===== config.mk =====
export PLATFORM = sky130hd
export DESIGN_NAME = my_fwft_ram_fifo
export DESIGN_NICKNAME = d
export VERILOG_FILES = /design/src/rtl/my_fwft_ram_fifo.sv
export SDC_FILE = /design/constraint.sdc
export NUM_CORES = 1
export LEC_CHECK = 0
export BUFFER_PORTS_ARGS = -buffer_cell sky130_fd_sc_hd__buf_2
export CAP_MARGIN = 10
export CORE_MARGIN = 5
export CORE_UTILIZATION = 50
export DETAILED_ROUTE_END_ITERATION = 10
export PLACE_DENSITY = 0.69
export SYNTH_ARGS = -nofsm -noshare
export SYNTH_HDL_FRONTEND = slang
export SYNTH_SLANG_ARGS = --single-unit

===== constraint.sdc =====
create_clock -name clk -period 3.22 [get_ports clk]
set_input_delay 0.966 -clock clk [delete_from_list [all_inputs] [get_ports clk]]
set_output_delay 0.966 -clock clk [all_outputs]
set_load 0.02 [all_outputs]

===== src/rtl/my_fwft_ram_fifo.sv =====
// my_fwft_ram_fifo: single-clock first-word-fall-through FIFO on a distributed
// RAM with an asynchronous read port. The head entry is always presented on
// o_rddata while the FIFO is non-empty. Any DEPTH >= 2 is supported.
// A single occupancy counter drives every status flag.
//
// Ports:
//   clk, rst                 clock, synchronous active-high reset
//   i_fifoen                 enable; when low, all state holds and strobes are ignored
//   i_flush                  synchronous empty (RAM contents untouched, error flags kept)
//   i_clr_err                clears the sticky o_ovf / o_udf flags
//   i_wren, i_wrdata         write request and data
//   o_full, o_afull, o_ovf   write-side status
//   i_rden                   pop the head entry
//   o_rddata                 head-of-queue data, valid while o_empty is low
//   o_empty, o_aempty, o_udf read-side status
//   o_count                  occupancy, 0..DEPTH
module my_fwft_ram_fifo #(
   parameter int unsigned DATA_W    = 8,
   parameter int unsigned DEPTH     = 8,
   parameter int unsigned AF_THRESH = DEPTH - 1,
   parameter int unsigned AE_THRESH = 1,
   localparam int unsigned CW       = $clog2(DEPTH + 1)
) (
   input  logic              clk,
   input  logic              rst,
   input  logic              i_fifoen,
   input  logic              i_flush,
   input  logic              i_clr_err,
   input  logic              i_wren,
   input  logic [DATA_W-1:0] i_wrdata,
   output logic              o_full,
   output logic              o_afull,
   output logic              o_ovf,
   input  logic              i_rden,
   output logic [DATA_W-1:0] o_rddata,
   output logic              o_empty,
   output logic              o_aempty,
   output logic              o_udf,
   output logic [CW-1:0]     o_count
);

   localparam int unsigned PW = $clog2(DEPTH);

   logic [DATA_W-1:0] mem [DEPTH];
   logic [PW-1:0]     wrptr;
   logic [PW-1:0]     rdptr;
   logic [CW-1:0]     count;
   logic              rd_acc;
   logic              wr_acc;
   logic              ovf_set;
   logic              udf_set;

   // Explicit wrap so non-power-of-two depths never address past the last entry.
   function automatic logic [PW-1:0] ptr_inc(input logic [PW-1:0] p);
      return (p == PW'(DEPTH - 1)) ? '0 : p + PW'(1);
   endfunction

   // Status flags are pure decodes of the registered count.
   assign o_count  = count;
   assign o_empty  = (count == '0);
   assign o_full   = (count == CW'(DEPTH));
   assign o_afull  = (count >= CW'(AF_THRESH));
   assign o_aempty = (count <= CW'(AE_THRESH));

   // A write into a full FIFO is legal only when the same cycle frees the head slot.
   assign rd_acc  = i_fifoen & i_rden & ~o_empty;
   assign wr_acc  = i_fifoen & i_wren & (~o_full | rd_acc);
   assign ovf_set = i_fifoen & i_wren & ~wr_acc;
   assign udf_set = i_fifoen & i_rden & o_empty;

   // Asynchronous read of the head entry (first-word fall-through).
   assign o_rddata = mem[rdptr];

   // Storage: no reset, written only on an accepted write outside reset/flush.
   always_ff @(posedge clk) begin
      if (!rst && !i_flush && wr_acc) begin
         mem[wrptr] <= i_wrdata;
      end
   end

   // Pointers, occupancy and sticky error flags.
   always_ff @(posedge clk) begin
      if (rst) begin
         wrptr <= '0;
         rdptr <= '0;
         count <= '0;
         o_ovf <= 1'b0;
         o_udf <= 1'b0;
      end else if (i_flush) begin
         wrptr <= '0;
         rdptr <= '0;
         count <= '0;
      end else if (i_fifoen) begin
         if (wr_acc) wrptr <= ptr_inc(wrptr);
         if (rd_acc) rdptr <= ptr_inc(rdptr);
         if (wr_acc && !rd_acc) begin
            count <= count + CW'(1);
         end else if (rd_acc && !wr_acc) begin
            count <= count - CW'(1);
         end
         // A new error event beats a coincident clear.
         if (ovf_set) begin
            o_ovf <= 1'b1;
         end else if (i_clr_err) begin
            o_ovf <= 1'b0;
         end
         if (udf_set) begin
            o_udf <= 1'b1;
         end else if (i_clr_err) begin
            o_udf <= 1'b0;
         end
      end
   end

endmodule

==> flow_summary.json, run 1 <==
{
  "setup_viol_count_final": 0,
  "synthToLayoutAreaGrowth_pct": 15.7,
  "layout-drive-gt1-share_pct": 35.1,
  "ir_drop_uv": 302,
  "cts.sinks": 79,
  "grt_pass1_vias": 1765,
  "cts_setup_buffers": 0,
  "clkTransAtPathRegs_ns": 0.07,
  "tightest_slew_ns": 0.483,
  "clock_skew_ns": 0.00822,
  "htree_num_levels": 3,
  "dp_hpwl_mm": 3.79,
  "slew_headroom_pct": 67.7,
  "nets": 261,
  "slew_viol_final": 0,
  "ys_async_sr_fraction_pct": 0,
  "drt-initial-drc-count": 93,
  "synth_cell_types": 42,
  "hp-class": "flip-flop to flip-flop",
  "slowest_delay_ns": 0.54,
  "maxCapViolations": 0,
  "grt_start_max_net_pins": 17,
  "dp_cells": 303,
  "numCtsBuffers": 9,
  "die_w_um": 90.8,
  "crit_path_end_kind": "output pin",
  "timing.final.hold_violations": 0,
  "holdWs_ns": 0.452,
  "fillCellCount": 486,
  "period_needed_ns": 2.92,
  "slowest_stage": "mux4_2",
  "wirelength_mm": 5.64,
  "holdBufCountCts": 0,
  "cp.required_ns": 2.25,
  "die_h_um": 90.8,
  "syn_nets": 216,
  "crit_type": "flip-flop to output pin",
  "ys.flop_type": "edfxtp_1",
  "initial_utilization_pct": 51.4,
  "coreArea_um2": 6350,
  "antenna_cells": 0,
  "most-common-layout-cells": "edfxtp_1 (64), buf_2 (32), mux4_2 (16), dfxtp_1 (15), clkbuf_8 (12)",
  "clock-root-buffer": "clkbuf_8",
  "grt_first_pass_wirelength_mm": 9.21,
  "wl_per_cell_um": 17.7,
  "syn_area_per_cell_um2": 17.0,
  "synth_edf_count": 64,
  "place.gp.congestion": 0.768,
  "fin_cells": 319,
  "start_kind": "flip-flop",
  "yosysSeqAreaShare_pct": 68.1,
  "row_count": 29,
  "synth_area_leaders": "edfxtp_1 (59%), mux4_2 (11%), dfxtp_1 (9.2%)",
  "holdPathStages": 2,
  "fin_tns_setup_ns": 0,
  "grt_overflow": 0,
  "cp.arrival_ns": 1.95,
  "layout_commonest_cell": "edfxtp_1",
  "fmax_ghz": 0.343,
  "synth.top_cell.area_share_pct": 58.9,
  "multi_input_area_um2": 983,
  "clockBufferDepth": 2,
  "dieArea_um2": 8240,
  "drc": 0,
  "design_area_um2": 3770,
  "numPortBuffers": 32,
  "placed_area_um2": 3560,
  "synth.cell_area_um2": 3260,
  "antenna_left": 0,
  "yosys_warnings": 0,
  "final_util_pct": 59.4,
  "ys_ff_latch": 79,
  "firstDrtPassIters": 4,
  "critPathTopFamily": "multiplexers",
  "ff_latch_area_um2": 2220,
  "rsz0062_at_grt": "false",
  "power.density_nw_per_um2": 517,
  "critPathMaxFanout": 16,
  "route.vias.total": 1794,
  "worstPathCellList": "buf_4 -> mux4_2 -> mux2_2 -> buf_2",
  "grt.total_usage_pct": 14.4,
  "synth_area_leader_cell": "edfxtp_1",
  "reg2reg_depth": 8,
  "via_per_inst": 5.62,
  "fin_crit_sh_pct": 90.6,
  "synthCells": 192,
  "ios": 33,
  "leakage_nw": 1.32,
  "worst-path-buf-inv": 2,
  "grt_antenna_before_repair": 0,
  "clock_latency_ns": 0.34,
  "worst-path-stages": 4,
  "post_cts_resized": 0,
  "cts_tree": "built",
  "status": "finished clean"
}
[worst min-delay path, delay by kind of cell, from the launching register on]
kind	cells	cell delay, ns
AND/OR/NAND/NOR	1	0.05
flip-flops	1	0.31
AO/OA/AOI/OAI	1	0.05
[logic make-up (layout without fill, tap and decap cells)]
| family | after synthesis | in the layout | synth area share [%] |
|---|---|---|---|
| simple gates | 42 | 42 | 7.71 |
| compound gates | 20 | 20 | 3.64 |
| buf+inv | 14 | 64 | 2.15 |
| xor+xnor | 2 | 2 | 0.537 |
| fa+ha+maj | 9 | 9 | 3.45 |
| flops | 79 | 79 | 68.1 |
| mux | 26 | 26 | 14.4 |
[per-stage QoR]
| step | power (mW) | setup WS (ns) |
|---|---|---|
| after global placement | 1.22 | 0.334 |
| final | 1.95 | 0.302 |
| after floorplan | 1.18 | 0.389 |
| after detailed placement | 1.22 | 0.260 |
| after global routing | 2.03 | 0.174 |
| after CTS | 1.97 | 0.258 |
[layer usage]
metal / GRT usage, % / vias to the layer above / part of all wire (%)
met5: 0 / - / 0
met1: 20.4 / 885 / 47
li1: - / 855 / -
met2: 21.6 / 44 / 47
met3: 2.58 / 10 / 3.7
met4: 6.97 / 0 / 1.6
[report_power, final]
group          total [mW]  internal [mW]  switching [mW]
clock               0.759          0.426           0.333
sequential           1.11           1.11         0.00459
combinational      0.0838         0.0330          0.0508
[area by class of cell]
type                       instances  area share, %
inverter                           5          0.497
tap                               77           2.55
sequential                        79           58.9
clock buffer                      14           4.57
multi-input combinational         99           26.1
clock inverter                     2           1.03
timing repair buffer              43           6.43
[cells in the mapped netlist, types with 2 or more instances]
cell type and number:
mux2_2 8, or4_1 2, nor3b_1 2, buf_1 2, ha_1 9, nor3_1 3
mux2i_1 2, dfxtp_1 15, o21ai_1 3, nand2_1 6, clkbuf_1 3, nand2b_1 2
buf_6 2, o21ai_0 4, inv_1 4, a21oi_1 8, xnor2_1 2, mux4_2 16
nor4_1 2, nand4_1 4, edfxtp_1 64, nand3_1 2, nor2_1 8
[flip-flops by register name, indices dropped and copies added, names as in the netlist, named ones only]
signal / flops
o_ovf: 1
o_udf: 1
wrptr: 3
o_count: 4
rdptr: 3
mem: 64
[worst paths after layout]
path | from | to | slack (ns)
setup / recovery | flip-flop | o_rddata[3] | 0.30
hold reg to reg | o_udf$_SDFFE_PP0P_ | o_udf$_SDFFE_PP0P_ | 0.45
setup reg to reg | o_count[0]$_SDFFE_PP0P_ | o_count[3]$_SDFFE_PP0P_ | 0.74
hold / removal | o_udf$_SDFFE_PP0P_ | o_udf$_SDFFE_PP0P_ | 0.45
Power figures use the tool's default switching activity.
==> inputs of run 2 (changes only) <==
==> constraint.sdc (replaced) <==
create_clock -name clk -period 3.22 [get_ports clk]
set_input_delay 0.161 -clock clk [delete_from_list [all_inputs] [get_ports clk]]
set_output_delay 0.161 -clock clk [all_outputs]
set_load 0.02 [all_outputs]
==> run 2 against run 1 <==
  * Via count is 1.7% lower
  * Non-clock buffer count is 3 lower
  * Sequential share of layout area is 0.83 points higher
  * Critical path depth is 4 higher
  * Cell area is 1.4% lower
  * Cell count is 0.94% lower
  * Routed wire length is 1.5% higher
  * Global-route usage is 0.68 points higher
  * Utilization is 0.83 points lower
  * Hold slack worse by 0.43 ns
  * Register-to-register slack hardly changed
  * Flip-flop and latch count stayed put
  * Largest cell class unchanged
  * Largest power group unchanged
==> flow_summary.json, run 2 (synthesized netlist as in run 1, its figures left out) <==
{
  "die_h_um": 90.8,
  "grt_start_max_net_pins": 17,
  "most-common-layout-cells": "edfxtp_1 (64), buf_2 (32), mux4_2 (16), dfxtp_1 (15)",
  "largest-register": "mem",
  "period_needed_ns": 2.47,
  "drc": 0,
  "rsz0062_at_grt": "false",
  "wirelength_mm": 5.72,
  "grt_pass1_vias": 1839,
  "slowest_delay_ns": 0.50,
  "crit_path_end_kind": "flip-flop",
  "holdBufCountCts": 0,
  "p_int_mw": 1.49,
  "fillCellCount": 487,
  "p_seq_share_pct": 59.2,
  "clock_skew_ns": 0.00237,
  "numPortBuffers": 32,
  "holdWs_ns": 0.0227,
  "worst_slack_ns": 0.746,
  "cts_tree": "built",
  "slowest_stage": "or4_4",
  "grt_overflow": 0,
  "crit_type": "flip-flop to flip-flop",
  "clock-root-buffer": "clkbuf_8",
  "slew_headroom_pct": 47.6,
  "ios": 33,
  "cp.arrival_ns": 2.75,
  "coreArea_um2": 6350,
  "numCtsBuffers": 9,
  "antenna_cells": 0,
  "layout-drive-gt1-share_pct": 33.1,
  "place.gp.congestion": 0.795,
  "layout_commonest_cell": "edfxtp_1",
  "clock_power_share_pct": 36.4,
  "firstDrtPassIters": 4,
  "cp_common_cell": "ha_1",
  "power.density_nw_per_um2": 504,
  "pwr-share-comb_pct": 4.4,
  "grt_antenna_before_repair": 0,
  "power.total_mw": 1.88,
  "clock_latency_ns": 0.33,
  "nets": 258,
  "fin_tns_setup_ns": 0,
  "synthToLayoutAreaGrowth_pct": 14.1,
  "switching_share_pct": 20.4,
  "fmax_ghz": 0.404,
  "status": "finished clean",
  "cp.required_ns": 3.49,
  "critPathMaxFanout": 6,
  "drt-initial-drc-count": 71,
  "start_kind": "flip-flop",
  "antenna_left": 0,
  "via_per_inst": 5.58,
  "post_cts_resized": 0,
  "slew_viol_final": 0,
  "initial_utilization_pct": 51.4,
  "fin_crit_sh_pct": 76.8,
  "die_w_um": 90.8,
  "cts_setup_buffers": 0,
  "htree_num_levels": 3,
  "hp-class": "input port to flip-flop",
  "cts.sinks": 79,
  "wl_per_cell_um": 18.1,
  "timing.final.hold_violations": 0,
  "leakage_nw": 1.29,
  "row_count": 29,
  "pre_cts_ws_ns": 0.747,
  "clockBufferDepth": 2,
  "grt_first_pass_wirelength_mm": 9.48,
  "clkTransAtPathRegs_ns": 0.07,
  "largest_register_ffs": 64,
  "netSwitchingPower_mw": 0.382,
  "setup_viol_count_final": 0,
  "dieArea_um2": 8240,
  "ir_drop_uv": 268,
  "worstPathCellList": "inv_1 -> ha_1 -> or3b_1 -> nand3_1 -> ha_1 -> or4_4 -> a2111o_1 -> o21ai_1",
  "grt.total_usage_pct": 15.1,
  "route.vias.total": 1764,
  "final_util_pct": 58.6,
  "maxCapViolations": 0,
  "dp_hpwl_mm": 3.78,
  "tightest_slew_ns": 0.785
}
## run 2: cell count changes in the layout (fill, tap and decap cells not counted), sizes merged
cell	change
buf	-3
clkbuf	-2
inv	-1
clkinv	+3
## run 2: path summary, 6_finish.rpt
| kind | depth (start not counted) | slack, ns | from | endpoint |
|---|---|---|---|---|
| worst min register to register | 2 | 0.47 | o_udf$_SDFFE_PP0P_ | o_udf$_SDFFE_PP0P_ |
| worst min-delay path | 2 | 0.02 | rst | o_udf$_SDFFE_PP0P_ |
| worst max-delay path | 8 | 0.75 | o_count[0]$_SDFFE_PP0P_ | o_count[3]$_SDFFE_PP0P_ |
| worst max register to register | 8 | 0.75 | o_count[0]$_SDFFE_PP0P_ | o_count[3]$_SDFFE_PP0P_ |
## run 2: power groups by stage
stage	registers, mW	clock network [mW]	logic (mW)
after global routing	1.11	0.754	0.0915
after floorplan	1.14	0	0.0484
after CTS	1.11	0.703	0.0838
after global placement	1.13	0	0.0828
after detailed placement	1.13	0	0.0837
final	1.11	0.683	0.0826
## run 2: per-stage QoR
step	std cells	instance area [um2]
after floorplan	192	3260
after global placement	300	3540
after detailed placement	300	3540
after CTS	316	3720
after global routing	316	3720
final	316	3720
## run 2: critical path, delay by kind of cell, from the launching register on
kind                       cells  cell delay, ns
DFF                            1            0.44
adders and majority gates      2            0.52
buffers and inverters          1            0.12
AOI/OAI and AO/OA              2            0.49
and+or+nand+nor                3            0.85
## run 2: layout make-up
type | count | area (um2) | area share (%)
Clock buffer | 12 | 135 | 3.63
Clock inverter | 4 | 46.3 | 1.24
Inverter | 5 | 18.8 | 0.504
Multi-Input combinational cell | 99 | 983 | 26.4
Sequential cell | 79 | 2220 | 59.7
Tap cell | 77 | 96.3 | 2.59
Timing Repair Buffer | 40 | 220 | 5.92
## run 2: metal layers
metal / track usage, % / routed length [um] / up-vias
met4: 5.87 / 68 / 0
met3: 4.58 / 306 / 7
met2: 24.0 / 2830 / 41
li1: - / - / 850
met1: 19.6 / 2520 / 866
met5: 0 / 0 / -
